$ cat config.mk
export PLATFORM = sky130hd
export DESIGN_NAME = fc_ctrl
export DESIGN_NICKNAME = d
export VERILOG_FILES = /design/src/rtl/fc_pkg.sv /design/src/rtl/fc_argmax.sv /design/src/rtl/fc_ctrl.sv
export SDC_FILE = /design/constraint.sdc
export NUM_CORES = 1
export LEC_CHECK = 0
export BUFFER_PORTS_ARGS = -buffer_cell sky130_fd_sc_hd__buf_4
export CORE_UTILIZATION = 25
export DETAILED_ROUTE_END_ITERATION = 8
export PLACE_DENSITY = 0.52
export REMOVE_ABC_BUFFERS = 1
export SYNTH_ARGS = -nofsm -noshare
export SYNTH_HDL_FRONTEND = slang
export SYNTH_SLANG_ARGS = --single-unit
$ cat constraint.sdc
create_clock -name clk -period 2.9 [get_ports clk]
set_input_delay 0.145 -clock clk [delete_from_list [all_inputs] [get_ports clk]]
set_output_delay 0.145 -clock clk [all_outputs]
set_load 0.03 [all_outputs]
$ cat src/rtl/fc_pkg.sv
// Shared constants and FSM encoding for the fully-connected
// layer controller and its argmax helper.
package fc_pkg;

    localparam int N_CLASS    = 10;
    localparam int SCORE_W    = 32;
    localparam int N_FEAT_DEF = 845;
    localparam int SEL_W      = 4;

    typedef enum logic [2:0] {
        ST_IDLE,
        ST_CLEAR,
        ST_ACCUM,
        ST_DRAIN,
        ST_SCAN,
        ST_DONE
    } fc_state_e;

endpackage

$ cat src/rtl/fc_argmax.sv
// Sequential running-max over the class scores; the first sample after
// clear always wins, later ones only on a strictly greater signed score.
module fc_argmax
    import fc_pkg::*;
#(
    parameter int SCORE_W = fc_pkg::SCORE_W
) (
    input  logic                      clk,
    input  logic                      rst_n,
    input  logic                      clear,
    input  logic                      step,
    input  logic [SEL_W-1:0]          idx,
    input  logic signed [SCORE_W-1:0] score,
    output logic [SEL_W-1:0]          best_idx_nxt
);

    logic signed [SCORE_W-1:0] max_q, max_d;
    logic [SEL_W-1:0]          idx_q, idx_d;
    logic                      first_q, first_d;
    logic                      take;

    always_comb begin
        max_d   = max_q;
        idx_d   = idx_q;
        first_d = first_q;
        take    = first_q || (score > max_q);
        if (clear) begin
            first_d = 1'b1;
        end else if (step) begin
            first_d = 1'b0;
            if (take) begin
                max_d = score;
                idx_d = idx;
            end
        end
        best_idx_nxt = (step && take) ? idx : idx_q;
    end

    always_ff @(posedge clk or negedge rst_n) begin
        if (!rst_n) begin
            max_q   <= '0;
            idx_q   <= '0;
            first_q <= 1'b1;
        end else begin
            max_q   <= max_d;
            idx_q   <= idx_d;
            first_q <= first_d;
        end
    end

endmodule

$ cat src/rtl/fc_ctrl.sv
// Frame controller: streams features against the weight ROM, then scans
// the class scores and reports the argmax digit.
module fc_ctrl
    import fc_pkg::*;
#(
    parameter int N_FEAT  = fc_pkg::N_FEAT_DEF,
    parameter int N_CLASS = fc_pkg::N_CLASS,
    parameter int ROM_LAT = 1,
    parameter int SCORE_W = fc_pkg::SCORE_W
) (
    input  logic                      clk,
    input  logic                      rst_n,
    input  logic                      start,
    input  logic                      feat_valid,
    output logic                      feat_ready,
    output logic [$clog2(N_FEAT)-1:0] rom_addr,
    output logic                      mac_clr,
    output logic                      mac_en,
    output logic [SEL_W-1:0]          score_sel,
    input  logic signed [SCORE_W-1:0] score_in,
    output logic [SEL_W-1:0]          result_digit,
    output logic                      result_valid,
    output logic                      busy
);

    localparam int AW = $clog2(N_FEAT);

    fc_state_e        state_q, state_d;
    logic [AW-1:0]    addr_q, addr_d;
    logic [SEL_W-1:0] cnt_q, cnt_d;
    logic [SEL_W-1:0] digit_q, digit_d;
    logic [ROM_LAT-1:0] acc_q, acc_d;
    logic             accept;
    logic             scan_step;
    logic [SEL_W-1:0] best_idx_nxt;

    always_comb begin
        state_d   = state_q;
        addr_d    = addr_q;
        cnt_d     = cnt_q;
        digit_d   = digit_q;
        accept    = 1'b0;
        scan_step = 1'b0;
        unique case (state_q)
            ST_IDLE: begin
                if (start) begin
                    state_d = ST_CLEAR;
                    addr_d  = '0;
                end
            end
            ST_CLEAR: state_d = ST_ACCUM;
            ST_ACCUM: begin
                accept = feat_valid;
                if (feat_valid) begin
                    if (addr_q == AW'(N_FEAT - 1)) begin
                        state_d = ST_DRAIN;
                        cnt_d   = '0;
                    end else begin
                        addr_d = addr_q + 1'b1;
                    end
                end
            end
            ST_DRAIN: begin
                if (cnt_q == SEL_W'(ROM_LAT - 1)) begin
                    state_d = ST_SCAN;
                    cnt_d   = '0;
                end else begin
                    cnt_d = cnt_q + 1'b1;
                end
            end
            ST_SCAN: begin
                scan_step = 1'b1;
                if (cnt_q == SEL_W'(N_CLASS - 1)) begin
                    state_d = ST_DONE;
                    digit_d = best_idx_nxt;
                end else begin
                    cnt_d = cnt_q + 1'b1;
                end
            end
            ST_DONE: state_d = ST_IDLE;
            default: state_d = ST_IDLE;
        endcase
    end

    // Accept strobe delayed to line up with the ROM read data.
    always_comb begin
        acc_d[0] = accept;
        for (int i = 1; i < ROM_LAT; i++) begin
            acc_d[i] = acc_q[i-1];
        end
    end

    always_ff @(posedge clk or negedge rst_n) begin
        if (!rst_n) begin
            state_q <= ST_IDLE;
            addr_q  <= '0;
            cnt_q   <= '0;
            digit_q <= '0;
            acc_q   <= '0;
        end else begin
            state_q <= state_d;
            addr_q  <= addr_d;
            cnt_q   <= cnt_d;
            digit_q <= digit_d;
            acc_q   <= acc_d;
        end
    end

    fc_argmax #(
        .SCORE_W(SCORE_W)
    ) u_argmax (
        .clk         (clk),
        .rst_n       (rst_n),
        .clear       (state_q == ST_CLEAR),
        .step        (scan_step),
        .idx         (cnt_q),
        .score       (score_in),
        .best_idx_nxt(best_idx_nxt)
    );

    assign feat_ready   = (state_q == ST_ACCUM);
    assign rom_addr     = addr_q;
    assign mac_clr      = (state_q == ST_CLEAR);
    assign mac_en       = acc_q[ROM_LAT-1];
    assign score_sel    = (state_q == ST_SCAN) ? cnt_q : '0;
    assign result_digit = digit_q;
    assign result_valid = (state_q == ST_DONE);
    assign busy         = (state_q != ST_IDLE);

endmodule

# Yosys cells after proc, flatten, opt, wreduce, memory -nomap -nowiden
# Cells that the tools add are included.
dict set report totals {
  reg_bits 59
  latch_bits 0
  ram_bits 0
  mem_bits_ro 0
  input_bits 36
  word_cells 60
  mem_count 0
}
dict set report classes {
  add_sub_neg 2
  multipliers 0
  n_div 0
  n_lt_le_gt_ge 1
  eq_ne 14
  shifts 0
  mux 21
  bitwise_logic 1
  reduce_logical 13
}
# operator n
set op_table {}
lappend op_table {{$gt 32x32->1} 1}
lappend op_table {{$mux 10} 3}
lappend op_table {{$mux 4} 6}
lappend op_table {{$pmux 10 s2} 1}
lappend op_table {{$mux 3} 5}
lappend op_table {{$pmux 3 s5} 1}
lappend op_table {{$ne 2x2->1 const B} 6}
lappend op_table {{$pmux 4 s3} 1}
lappend op_table {{$add 10x1->10 const B} 1}
lappend op_table {{$eq 10x10->1 const B} 1}
lappend op_table {{$reduce_and 4->1} 2}
lappend op_table {{$eq 3x2->1 const B} 2}
lappend op_table {{$eq 3x3->1 const B} 2}
lappend op_table {{$reduce_bool 3->1} 2}
lappend op_table {{$reduce_and 5->1} 1}
lappend op_table {{$add 4x1->4 const B} 1}
lappend op_table {{$eq 4x4->1 const B} 1}
lappend op_table {{$logic_not 4->1} 1}
lappend op_table {{$mux 1} 4}
lappend op_table {{$reduce_bool 2->1} 2}
lappend op_table {{$eq 3x1->1 const B} 1}
lappend op_table {{$logic_not 3->1} 1}
lappend op_table {{$reduce_and 3->1} 1}
lappend op_table {{$ne 2x1->1 const B} 1}
lappend op_table {{other kinds (4)} 4}

# Longest topological paths before layout
# Gate-level depths: netlist of run 1.
dict set report logic_depth {
  ltp_word 4
  ltp_mapped 10
  depth_no_buf 9
}

# Cells and area by module
# From an unflattened synthesis of run 1, not the netlist that was laid out.
dict set report hier_totals {
  cells_unflattened 395
  hier_area_um2 3987.6
}
# mod n_inst cells_per_inst area_each_um2 seq_area_each_um2
set modules_own_cells {}
lappend modules_own_cells {fc_argmax 1 256 2667.6 927.1}
lappend modules_own_cells {fc_ctrl 1 139 1320.0 550.5}

# Least setup slack after synthesis of run 1
# Ideal clock, no wire load.
dict set report synth_path {
  path_type {register to register}
  start {register u_argmax.max_q[1]}
  end {register u_argmax.idx_q[2]}
  arrival_ps 2259
  setup_slack_ps 514
  path_stages_with_launch 10
  n_path_buf 0
  period_less_slack_ps 2386
  cell_sequence {dfrtp_1 -> inv_1 -> ha_1 -> nor2b_4 -> o211ai_2 -> a21oi_1 -> or4b_4 -> a32o_2 -> nor2_4 -> mux2_1}
}
dict set report synth_between {
  elab_chain_cells 3
}
# element line_no
set synth_rtl {}
lappend synth_rtl {{from (decl)} fc_argmax.sv:17} ;# logic signed [SCORE_W-1:0] max_q, max_d;
lappend synth_rtl {{from (signal assigned)} fc_argmax.sv:45} ;# max_q <= max_d;
lappend synth_rtl {{$gt 32x32->1} fc_argmax.sv:26} ;# take = first_q || (score > max_q);
lappend synth_rtl {{$logic_or 1x1->1} fc_argmax.sv:26}
lappend synth_rtl {{$reduce_and 3->1 (no line)} n/a}
lappend synth_rtl {{to (signal assigned)} fc_argmax.sv:46} ;# idx_q <= idx_d;
lappend synth_rtl {{to (decl)} fc_argmax.sv:18} ;# logic [SEL_W-1:0] idx_q, idx_d;
# No other way between the ends.
# A chain may end at the register's enable or synchronous reset.

# Final worst setup path of run 1
dict set report layout_path {
  start {register u_argmax.max_q[31]}
  end {register u_argmax.max_q[11]}
}
dict set report layout_between {
  elab_chain_cells 3
}
# element line_no
set layout_rtl {}
lappend layout_rtl {{$gt 32x32->1} fc_argmax.sv:26}
lappend layout_rtl {{$logic_or 1x1->1} fc_argmax.sv:26}
lappend layout_rtl {{$reduce_and 3->1 (no line)} n/a}
# No other way between the ends.

==> results.txt, run 1 <==
The run finished with clean final reports. After synthesis the cells add up to 3530 µm². The TritonCTS clock tree is built. The final critical-path setup slack is 0.300 ns. The insertion delay to the later sink of the worst-skew pair is between 0.3 and 0.4 ns. The x dimension of the die came out at approximately 120 µm. The overall fraction of global-route tracks in use is 0.125. The count of final max-slew check failures came to 0. The kind of start point of the critical path is a flop. Once placement completed, the tool counted placed cells totaling between 500 and 600.

The primary flip-flop cell chosen by synthesis mapping is dfrtp_1. The first-pass iteration count of the detailed router came out at 6. Data on the critical path is required at its endpoint by roughly 3.1 ns. The biggest fanout along the worst timing path is 31. The number of clock sinks seen by CTS came out at 59. The worst register-to-register path ends at u_argmax.max_q[11].

The final count of negative-setup-slack endpoints came out at 0. The post-synthesis share of cell area spent on xor and xnor gates is 0.0199. The highest clock rate is 385 MHz. The per-cell routed wire length came out at 13.6 µm. For hold timing, the worst endpoint is u_argmax.max_q[24]. Entering global routing, the biggest net connects 60 pins.

The sum of negative setup slack came out at 0 ns. The worst slack at placement came out at approximately 0.30 ns. The minimum hold slack is 0.0549 ns.

The TritonCTS buffer count is 9. The number of enable flip-flop cells after synthesis is 0. For this run, the register share of the synthesized area comes to 0.419.

The combinational family with the most area after synthesis is compound AO/OA/AOI/OAI gates. The critical path starts at u_argmax.max_q[31]. The hold violation count in the final report came to 0. The tightest min-delay check is of the in -> reg type. For this configuration, the core starts out at a cell density of 0.255. The non-filler instance count after layout came out at 616. The cell depth of the worst hold path came out at 3. Counting flops and latches in the post-synthesis netlist gives 59. The post-layout net count came out at 504. The distinct cell type count of the synthesized netlist came out at 54. The static leakage is 0.00210 µW. The layout overhead on the synthesized area came out at 24.4%.

Measured along the y axis, the die boundary spans 121 µm. The compound-cell area share of the yosys netlist came out at 0.190. The startpoint identified for the worst hold timing path is score_in[24]. The half-perimeter wire length after detailed placement came out at 5.96 mm. In the final layout, the share of cells above drive strength 1 is 0.216. The largest clock skew in the final design is 0.00452 ns. The top-area cell type share of the netlist area came out at 0.411. The via count of the first global-routing pass is 2,840. Input and output buffers added on the ports amount to 58. The type of element capturing the critical path is a flop.

Of the total synthesized cell area, the portion taken by full adders, half adders and majority gates is 0.131. For this run, asynchronously set or reset flops after synthesis account for 1.00. The total congestion overflow after global routing is 0.

Across the whole layout, storage elements account for 1480 µm². The via count is a little under 3,000. The overall die area is 14,600 µm². Synthesis produced a netlist whose cell count is 372. The total wire length after detailed routing came out at 8.36 mm.

The DRC violations left came out at 0. The count of boundary I/O pins is about 60. Using the TritonRoute via totals, the vias-per-cell ratio works out to around 4.7. The placed cell area is between 4000 and 5000 µm². Clock-pin slew was measured on the worst setup and hold paths at 0.05 ns. The data arrival time at the worst-slack endpoint is 2.80 ns. The mux share of post-synthesis cell area is 0.00603. The count of antenna diodes in the layout came out at 0.

A synthesized cell averages 9.49 µm². Yosys attributes the largest share of cell area to dfrtp_1, ha_1, o21ai_1, inv_1, a21oi_1. The slew at the pin closest to its max-slew limit came out at 0.799 ns.

The ratio of final minimum period to clock period is 0.897. The origin of the critical flop-to-flop path is u_argmax.max_q[31]. The initial DRC count came out at ~200.

The post-layout instance area came out at 4390 µm². Of the total synthesized cell area, the portion taken by AND, OR, NAND and NOR gates is 0.164. Setup repair after global routing left no endpoint under its margin. The number of placement rows is 43. The worst-case headroom to the max-slew limit came out at 0.467.

The number of levels in the clock H-tree is 3. The first-pass GRT wire length is 13.9 mm. The antenna violation net count after detailed routing is 0.

In this run the standard cell core region covers 13,800 µm². Across the run, the number of max-cap violations was 0. The area of the multi-input gates is 1800 µm².

The worst register-to-register path has a depth of 10. The number of buffers on the longest clock path is 2. Setup slack on the worst reg-to-reg path comes out at roughly 0.30 ns. The congestion estimate from routability-driven global placement came to around 0.79.

The worst ir drop on vdd came out at 0.265 mV. The worst setup path is of the reg -> reg kind. The biggest area contributor in the post-synthesis netlist is dfrtp_1. The number of warnings issued by yosys is 0.

The initial antenna violation count was 0. After filler insertion, the fill cell instance count of the layout stands at 1,417. The root buffer cell chosen for the clock tree is clkbuf_16. The final critical delay including setup and external delays came out at 2.60 ns. The total power density per cell area is 558 nW/µm². The number of gates given a new drive strength after cts is 0.
## critical path, stage by stage, from the launching register on
cell and delay [ns]:
dfrtp_1 0.32, inv_1 0.05, ha_1 0.38, nand4_2 0.20, nor4_4 0.38, a21oi_2 0.12, and2_4 0.18, a32o_2 0.30
buf_4 0.26, o21ai_0 0.18, o21ai_0 0.09
## synthesized netlist by cell type, types with 2 or more instances
cell / instances
or3_1: 2
o21a_1: 3
buf_6: 6
nand3_1: 12
xor2_1: 8
inv_1: 40
o21ai_1: 62
a21oi_1: 16
a21o_1: 4
and2_1: 2
nand2_1: 19
a211oi_1: 2
dfrtp_1: 58
nor2_2: 2
and3b_1: 2
nor2_1: 19
o22ai_1: 3
o21ai_0: 14
and3_1: 7
nand4_2: 2
nand4_1: 12
a31oi_1: 3
ha_1: 37
clkbuf_1: 5
nor3_1: 3
## where the power goes
part / switching (µW) / internal [µW]
clock network: 366 / 622
registers: 76.0 / 894
logic: 284 / 206
## cell type report
class	count	area share
tap	180	0.0513
multi-input combinational	260	0.411
timing repair buffer	61	0.105
inverter	40	0.0342
clock buffer	14	0.0601
sequential	59	0.337
clock inverter	2	0.00228
## stage by stage
| stage | util | total power (µW) |
|---|---|---|
| 3_3_place_gp | 0.297 | 1470 |
| 5_1_grt | 0.318 | 2580 |
| 6_report | 0.318 | 2450 |
| 4_1_cts | 0.318 | 2480 |
| 2_1_floorplan | - | 1270 |
| 3_5_place_dp | 0.297 | 1480 |
## layer usage
| metal | vias to the layer above | track usage | wire (µm) |
|---|---|---|---|
| li1 | 1440 | - | - |
| met1 | 1385 | 0.161 | 3930 |
| met2 | 57 | 0.198 | 3900 |
| met3 | 11 | 0.0340 | 403 |
| met4 | 0 | 0.0486 | 125 |
| met5 | - | 0 | 0 |
## registers in the layout, summed over array words and instances (netlist names)
signal,cells
u_argmax.first_q,1
result_digit,4
u_argmax.idx_q,4
state_q,3
u_argmax.max_q,32
rom_addr,10
cnt_q,4
mac_en,1
## how the worst max path moves through the flow
stage | endpoint | slack (ns) | depth (start not counted)
6_report | u_argmax.max_q[11] | 0.30 | 10
5_1_grt | u_argmax.max_q[12] | 0.05 | 10
4_1_cts | u_argmax.max_q[11] | 0.29 | 10
3_5_place_dp | u_argmax.max_q[12] | 0.30 | 10
3_3_place_gp | u_argmax.max_q[12] | 0.35 | 10
2_1_floorplan | u_argmax.idx_q[2] | 0.37 | 9
## cell families (layout without fill, tap and decap cells)
group,after synthesis,after routing
buffers and inverters,53,117
xor gates and xnor gates,8,8
muxes,2,2
adders and majority gates,37,37
AOI/OAI and AO/OA,116,116
and+or+nand+nor,97,97
DFF,59,59
## layout by cell type (no fill, tap or decap), drive strengths merged, types with 4 or more instances in the layout
master and instances:
a21o 4, o22ai 4, nor3 4, and3 7
a21oi 17, clkbuf 14, nand3 12, ha 37
nand2 20, nor2 22, dfrtp 58, inv 40
buf 60, xor2 8, o21ai 77, nand4 14
## timing repair
action / CTS / global route
endpoints found under the hold margin: 58 / 0
hold buffers: 1 / 0
setup buffers: 0 / 0
(Power assumes the default switching activity.)
==> run 2, diff against run 1 <==
--- a/config.mk
+++ b/config.mk
@@ -8,8 +8,9 @@
 export BUFFER_PORTS_ARGS = -buffer_cell sky130_fd_sc_hd__buf_4
 export CORE_UTILIZATION = 25
 export DETAILED_ROUTE_END_ITERATION = 8
-export PLACE_DENSITY = 0.52
+export PLACE_DENSITY = 0.51
 export REMOVE_ABC_BUFFERS = 1
 export SYNTH_ARGS = -nofsm -noshare
 export SYNTH_HDL_FRONTEND = slang
+export SYNTH_HIERARCHICAL = 1
 export SYNTH_SLANG_ARGS = --single-unit
==> run 2 against run 1 <==
  * Worst hold slack improved by 0.0057 ns
  * Sequential share of layout area decreased by 3.9 points
  * Total power increased by 91%
  * Sequential power increased by 49%
  * Clock power decreased by 2%
  * Clock skew decreased by 0.0010 ns
  * Utilization increased by 0.55 points
  * Critical path depth unchanged
  * Largest cell class unchanged
  * Largest power group is now combinational logic
  * Highest routed layer unchanged
==> results.txt, run 2 <==
The TritonCTS buffer count is 9 (unchanged). The overall fraction of global-route tracks in use is 0.127 (was 0.125). The area of the mapped netlist came out at 3990 µm² (was 3530 µm²). The cell count after synthesis is 395 (was 372). The static leakage was 0.00239 µW (was 0.00210 µW). Most used standard cells in the synthesized netlist: dfrtp_1, inv_1, ha_1 (was o21ai_1, dfrtp_1, inv_1). The x dimension of the die is 128 µm (was 121 µm). The number of enable flip-flop cells after synthesis is 0 (unchanged). The vertical extent of the die is 128 µm (was 121 µm). The category of the critical setup timing path is reg -> reg (unchanged). The minimum hold slack is 0.0605 ns (was 0.0549 ns). The dominant cell type by count on the critical path is buf_4 (was o21ai_0).

The largest net degree at the start of global routing is 60 (unchanged). The first-pass GRT wire length came out at 16.3 mm (was 13.9 mm). The count of antenna diodes in the layout came out at 0 (unchanged). The core footprint is 15,400 µm² (was 13,800 µm²). The primary flip-flop cell chosen by synthesis mapping is dfrtp_1 (unchanged). The count of final max-slew check failures is 0 (unchanged). The buffering stage count on the worst path with inverters included is 3 (was 2). The highest clock rate came out at 372 MHz (was 385 MHz). The total congestion overflow after global routing is 0 (unchanged).

The kind of start point of the critical path is a flop (unchanged). The worst-case headroom to the max-slew limit came out at 0.459 (was 0.467). The number of maximum-capacitance constraint violations came to 0 (unchanged).

The half-perimeter wire length after detailed placement is 6.93 mm (was 5.96 mm). The data required time at the worst endpoint is 3.11 ns (was 3.10 ns). Leading cell types in the layout, fill and taps excluded: buf_4, dfrtp_1, inv_1, ha_1, mux2_4 (was o21ai_1, buf_4, dfrtp_1, inv_1, ha_1). The flip-flop count of the largest register, all copies and words added came out at 32 (unchanged). The slew at the pin closest to its max-slew limit came out at 0.812 ns (was 0.799 ns).

The insertion delay to the later sink of the worst-skew pair came out at 0.33 ns (about the same). The distinct cell type count of the synthesized netlist came out at 58 (was 54). The biggest fanout along the worst timing path came out at 22 (was 31). The number of clock sinks seen by CTS came out at 59 (unchanged). The worst ir drop on vdd is 0.338 mV (was 0.265 mV). The overall die area is 16,500 µm² (was 14,600 µm²).

The mean post-synth cell area is 10.1 µm² (was 9.49 µm²). The initial antenna violation count is 0 (unchanged). The hold violation count in the final report came out at 0 (unchanged). The per-cell via count in the routed design was 4.69 (was 4.70). Ordered cell list for the critical path: inv_1 -> ha_1 -> nand4_1 -> nor4_4 -> a31oi_1 -> buf_4 -> a32oi_2 -> o211ai_4 -> buf_4 -> mux2_4 (was inv_1 -> ha_1 -> nand4_2 -> nor4_4 -> a21oi_2 -> and2_4 -> a32o_2 -> buf_4 -> o21ai_0 -> o21ai_0). The number of buffers on the longest clock path was 2 (unchanged).

The total power after layout is 4670 µW (was 2450 µW). The post-CTS setup buffer count is 0 (unchanged). The most common library cell in the layout ignoring fill and taps is buf_4 (was o21ai_1). The routability-driven placement congestion ratio is 0.852 (was 0.785). The largest stage delay on the critical path was 0.37 ns (was 0.38 ns). Setup repair after global routing missed its margin: no (unchanged). The path class of the lowest-slack min-delay path is in -> reg (unchanged). The library cell with the highest instance count after synthesis is dfrtp_1 (was o21ai_1). The starting density of the core came out at 0.259 (was 0.255). The post-synthesis sequential element count is 59 (unchanged). The cell at the slowest stage of the critical path is nor4_4 (was ha_1). The number of warnings issued by yosys is 6 (was 0). The fraction of final layout cells sized beyond drive strength 1 came out at 0.290 (was 0.216). The final critical delay including setup and external delays is 2.69 ns (was 2.60 ns). The fraction of registers with async set/reset is 1.00 (unchanged). The most area-hungry cell type in the Yosys netlist is dfrtp_1 (unchanged).

The initial DRC count is 97 (was 201). The total power density per cell area was 940 nW/µm² (was 558 nW/µm²). The DRC violations left was 0 (unchanged). Result of the run: finished clean (unchanged). The post-layout net count is 534 (was 504). The count of boundary I/O pins is 59 (unchanged). The first-pass iteration count of the detailed router is 4 (was 6). Synth top area cells: dfrtp_1, ha_1, mux2_4, inv_1, a21oi_1 (was dfrtp_1, ha_1, o21ai_1, inv_1, a21oi_1). The type of element capturing the critical path is a flop (unchanged). The count of input and output buffers came out at 58 (unchanged). The number of levels in the clock H-tree came out at 3 (unchanged).

The top-area cell type share of the netlist area is 0.364 (was 0.411). The final count of negative-setup-slack endpoints is 0 (unchanged). The per-cell routed wire length came out at 14.1 µm (was 13.6 µm). The number of placement rows came out at 45 (was 43). The antenna violation net count after detailed routing is 0 (unchanged). The via count came out at 3,176 (was 2,893). The part of the Yosys area used for sequential elements is 0.371 (was 0.419). The largest register by flop count was u_argmax/max_q (was u_argmax.max_q). The dominant delay contributor by cell family on the critical path was simple AND/OR/NAND/NOR gates (unchanged).

The total wire length after detailed routing came to 9.58 mm (was 8.36 mm). The via count of the first global-routing pass is 3,382 (was 2,840). The largest clock skew in the final design came out at 0.00347 ns (was 0.00452 ns). The CTS clock-pin slew for the worst setup and hold paths came out at 0.05 ns (about the same). The clock root buffer master is clkbuf_16 (unchanged).

The data arrival time at the worst-slack endpoint came to 2.90 ns (was 2.80 ns). The layout overhead on the synthesized area is 24.5% (was 24.4%). The ratio of final minimum period to clock period is 0.928 (was 0.897). The TritonCTS clock tree is built (unchanged).
==> run 2: per-layer routing <==
layer	part of all wire	wire length (µm)	global-route usage
met1	0.47	4510	0.161
met2	0.46	4440	0.206
met3	0.051	490	0.0334
met4	0.014	135	0.0457
met5	0	0	0
==> run 2: worst paths after layout <==
kind | start | to | slack, ns | depth (start not counted)
worst min register to register | result_digit[1] | result_digit[1] | 0.51 | 1
worst max-delay path | u_argmax/max_q[23] | u_argmax/max_q[9] | 0.21 | 10
worst min-delay path | score_in[0] | u_argmax/max_q[0] | 0.06 | 2
max in group asynchronous | rst_n | u_argmax/max_q[6] | 1.91 | 2
worst max register to register | u_argmax/max_q[23] | u_argmax/max_q[9] | 0.21 | 10
min in group asynchronous | rst_n | state_q[2] | 0.44 | 2
==> run 2: logic make-up after synthesis <==
logic type	count (synthesis)	synth area share
fa+ha+maj	37	0.116
xor+xnor	1	0.00220
compound gates	70	0.118
simple gates	126	0.178
buf+inv	59	0.0662
mux	43	0.149
flops	59	0.371
==> run 2: where the power goes <==
part	total (µW)	switching [µW]	leakage (µW)	internal (µW)
clock network	970	372	0.000133	597
logic	2240	1110	0.00153	1130
registers	1450	278	0.000722	1180
==> run 2: area by class of cell <==
type	instances	area (µm²)
inverters	42	158
fillers	1593	10400
clock inverters	3	15.0
multi-input cells	277	2260
well taps	211	264
flip-flops and latches	59	1480
repair buffers	72	543
clock buffers	13	250
==> run 2: through the flow <==
stage          cells  TNS, ns  worst slack, ns  utilization  area, µm²
2_1_floorplan    378   -10.36           -0.290            -       3880
3_3_place_gp     660        0            0.187        0.304       4680
3_5_place_dp     660        0            0.155        0.304       4680
4_1_cts          677        0            0.134        0.322       4950
5_1_grt          677        0          0.00714        0.323       4970
6_report         677        0            0.210        0.323       4970
==> run 2: worst reg2reg max path, stage by stage (launching register included) <==
cell and delay, ns:
dfrtp_1 0.35, inv_1 0.05, ha_1 0.31, nand4_1 0.17, nor4_4 0.37, a31oi_1 0.17
buf_4 0.21, a32oi_2 0.22, o211ai_4 0.11, buf_4 0.27, mux2_4 0.35
==> run 2: timing repair <==
| action | CTS | global route |
|---|---|---|
| hold buffers | 1 | 0 |
| gates resized for setup | 0 | 2 |
| setup endpoints to repair | 0 | 25 |
| hold endpoints to repair | 58 | 0 |
==> run 3, diff against run 2 <==
--- a/config.mk
+++ b/config.mk
@@ -9,6 +9,7 @@
 export CORE_UTILIZATION = 25
 export DETAILED_ROUTE_END_ITERATION = 8
 export PLACE_DENSITY = 0.51
+export RECOVER_POWER = 100
 export REMOVE_ABC_BUFFERS = 1
 export SYNTH_ARGS = -nofsm -noshare
 export SYNTH_HDL_FRONTEND = slang
==> run 3 against run 2 <==
  * The run now ends with max-capacitance violations, max-slew violations left
  * Setup slack better by 0.025 ns
  * Sequential share of layout area is 1.2 points higher
  * Clock skew hardly changed
  * Clock power hardly changed
  * Fmax is 0.92% higher
  * Count of clock-buffer cells in the layout stayed put
  * Via count is 0.25% lower
  * Sequential cell count stayed put
  * Worst hold slack worse by 0.0090 ns
  * Utilization is 1.3 points lower
  * Critical path depth stayed put
  * Global-route usage stayed put
  * Highest routed layer unchanged
==> results.txt, run 3 (synthesized netlist as in run 2, its figures left out) <==
The per-cell routed wire length came to 14.0 µm (was 14.1 µm). The static leakage came out at 0.00221 µW (was 0.00239 µW). The most common library cell in the layout ignoring fill and taps is dfrtp_1 (was buf_4). The type of element capturing the critical path is a flop (unchanged).

The final count of negative-setup-slack endpoints came out at 0 (unchanged). The largest register by flop count was u_argmax/max_q (unchanged). Leading cell types in the layout, fill and taps excluded: dfrtp_1, buf_4, inv_1, ha_1 (was buf_4, dfrtp_1, inv_1, ha_1, mux2_4). The TritonCTS buffer count is 9 (unchanged). The via count is 3,168 (was 3,176). The per-cell via count in the routed design was 4.68 (was 4.69). The overall fraction of global-route tracks in use is 0.127 (unchanged). The number of placement rows is 45 (unchanged). The highest clock rate came to 375 MHz (was 372 MHz).

The number of levels in the clock H-tree was 3 (unchanged). The number of buffers on the longest clock path is 2 (unchanged). The launching instance or port of the critical path is u_argmax/max_q[23] (unchanged).

The vertical extent of the die is 128 µm (unchanged). The total congestion overflow after global routing is 0 (unchanged). The total wire length after detailed routing is 9.49 mm (was 9.58 mm). The ratio of final minimum period to clock period is 0.919 (was 0.928).

The count of input and output buffers is 58 (unchanged). The origin of the critical flop-to-flop path is u_argmax/max_q[23] (unchanged). The initial DRC count came out at 78 (was 97). The routed metal-1 wire length came out at 4.43 mm (was 4.51 mm).

The cell at the slowest stage of the critical path is nor4_4 (unchanged). The total met2 wirelength after detailed routing came out at 4.45 mm (was 4.44 mm). The worst setup slack for register-to-register paths was 0.23 ns (was 0.21 ns). The largest net degree at the start of global routing came out at 60 (unchanged). The count of antenna diodes in the layout came out at 0 (unchanged). The routability-driven placement congestion ratio came out at 0.852 (unchanged). The total power density per cell area came out at 921 nW/µm² (was 940 nW/µm²). The final critical delay including setup and external delays came to 2.67 ns (was 2.69 ns). The count of final max-slew check failures is 60 (was 0). The number of maximum-capacitance constraint violations was 1 (was 0). The hold violation count in the final report is 0 (unchanged). The sum of negative setup slack is 0 ns (unchanged). The largest clock skew in the final design is 0.00319 ns (was 0.00347 ns). The worst ir drop on vdd was 0.340 mV (was 0.338 mV). The x dimension of the die is 128 µm (unchanged). The post-CTS setup buffer count is 0 (unchanged). The antenna violation net count after detailed routing came out at 0 (unchanged).

Ordered cell list for the critical path: inv_1 -> ha_1 -> nand4_1 -> nor4_4 -> a31oi_1 -> buf_4 -> a32oi_2 -> o211ai_4 -> clkbuf_4 -> mux2_1 (was inv_1 -> ha_1 -> nand4_1 -> nor4_4 -> a31oi_1 -> buf_4 -> a32oi_2 -> o211ai_4 -> buf_4 -> mux2_4). The number of clock sinks seen by CTS came out at 59 (unchanged). The count of boundary I/O pins is 59 (unchanged).

The kind of start point of the critical path is a flop (unchanged). The DRC violations left came out at 0 (unchanged). The path class of the lowest-slack min-delay path was in -> reg (unchanged).

The layout overhead on the synthesized area came out at 19.6% (was 24.5%). The half-perimeter wire length after detailed placement is 6.93 mm (unchanged). The first-pass GRT wire length is 16.3 mm (unchanged).

The biggest fanout along the worst timing path came out at 14 (was 22). The source of the worst hold timing path is score_in[11] (was score_in[0]). The worst slack at placement is 0.155 ns (unchanged). The largest stage delay on the critical path came to 0.37 ns (about the same). The data arrival time at the worst-slack endpoint came out at 2.87 ns (was 2.90 ns). Setup repair after global routing missed its margin: no (unchanged). The data required time at the worst endpoint came out at 3.10 ns (was 3.11 ns). The slew at the pin closest to its max-slew limit came out at 1.57 ns (was 0.812 ns). The via count of the first global-routing pass is 3,382 (unchanged). The overall die area is 16,500 µm² (unchanged). The post-layout net count came out at 534 (unchanged). The count of fill cells added during filler insertion is 1,647 (was 1,593). The CTS clock-pin slew for the worst setup and hold paths came out at 0.05 ns (about the same).

The uppermost metal layer occupied by signal nets is met4 (unchanged). The TritonCTS clock tree was built (unchanged). The initial antenna violation count came to 0 (unchanged). The category of the critical setup timing path is reg -> reg (unchanged). The starting density of the core is 0.259 (unchanged). The insertion delay to the later sink of the worst-skew pair is 0.33 ns (about the same).

The routed wire length on met3 came to 467 µm (was 490 µm). The fraction of final layout cells sized beyond drive strength 1 was 0.176 (was 0.290). Result of the run: finished with violations (was finished clean). The flip-flop count of the largest register, all copies and words added came out at 32 (unchanged). The final critical-path setup slack is 0.234 ns (was 0.210 ns). The clock root buffer master is clkbuf_16 (unchanged). The final reports fail on max-capacitance violations, max-slew violations.

The first-pass iteration count of the detailed router is 4 (unchanged). The worst-case headroom to the max-slew limit is -0.0443 (was 0.459). The core footprint came out at 15,400 µm² (unchanged).
## run 3: changes by cell type in the layout (fill, tap and decap cells not counted)
| cell | delta |
|---|---|
| clkbuf_2 | +1 |
| clkbuf_1 | +24 |
| buf_4 | -26 |
| mux2_1 | +27 |
| clkbuf_4 | +1 |
| or2_4 | -1 |
| mux2_4 | -27 |
| inv_2 | -1 |
| or2_0 | +1 |
| inv_1 | +1 |
## run 3: final timing paths
path	end	depth (start not counted)
max in group asynchronous	u_argmax/max_q[6]	2
hold reg to reg	u_argmax/max_q[24]	1
hold / removal	u_argmax/max_q[11]	2
setup / recovery	u_argmax/max_q[26]	10
min in group asynchronous	state_q[2]	2
setup reg to reg	u_argmax/max_q[26]	10
## run 3: report_power, final
group	switching (µW)	total [µW]	internal, µW
logic	1100	1980	883
registers	265	1440	1180
clock network	372	970	597
## run 3: critical path: cells and delay by family, from the launching register on
family	cells	cell delay, ns
adder cells (fa/ha/maj)	1	0.30
AO/OA/AOI/OAI	3	0.49
buffers and inverters	3	0.51
multiplexers	1	0.35
flip-flops	1	0.34
AND/OR/NAND/NOR	2	0.54
## run 3: per-stage QoR
step	util	instance area (µm²)	total power [µW]	std cells	hold WS [ns]
2_1_floorplan	-	3880	3040	378	-0.151
3_3_place_gp	0.304	4680	3640	660	0.285
3_5_place_dp	0.304	4680	3700	660	0.304
4_1_cts	0.322	4950	4730	677	0.0452
5_1_grt	0.310	4770	4800	677	0.0454
6_report	0.310	4770	4390	677	0.0516
## run 3: layout make-up
class | count | area, µm² | area share
repair buffers | 72 | 450 | 0.0944
clock inverters | 3 | 15.0 | 0.00315
clock buffers | 13 | 250 | 0.0525
well taps | 211 | 264 | 0.0554
flip-flops and latches | 59 | 1480 | 0.310
inverters | 42 | 158 | 0.0331
multi-input cells | 277 | 2150 | 0.452
## run 3: metal layers
metal / vias to the layer above / track usage
li1: 1557 / -
met2: 57 / 0.206
met3: 9 / 0.0334
met1: 1545 / 0.161
met4: 0 / 0.0457
met5: - / 0
## run 3: timing repair
action	in CTS	in global routing
gates resized for setup	0	2
hold buffers	1	0
hold endpoints to repair	58	0
setup endpoints to repair	0	25
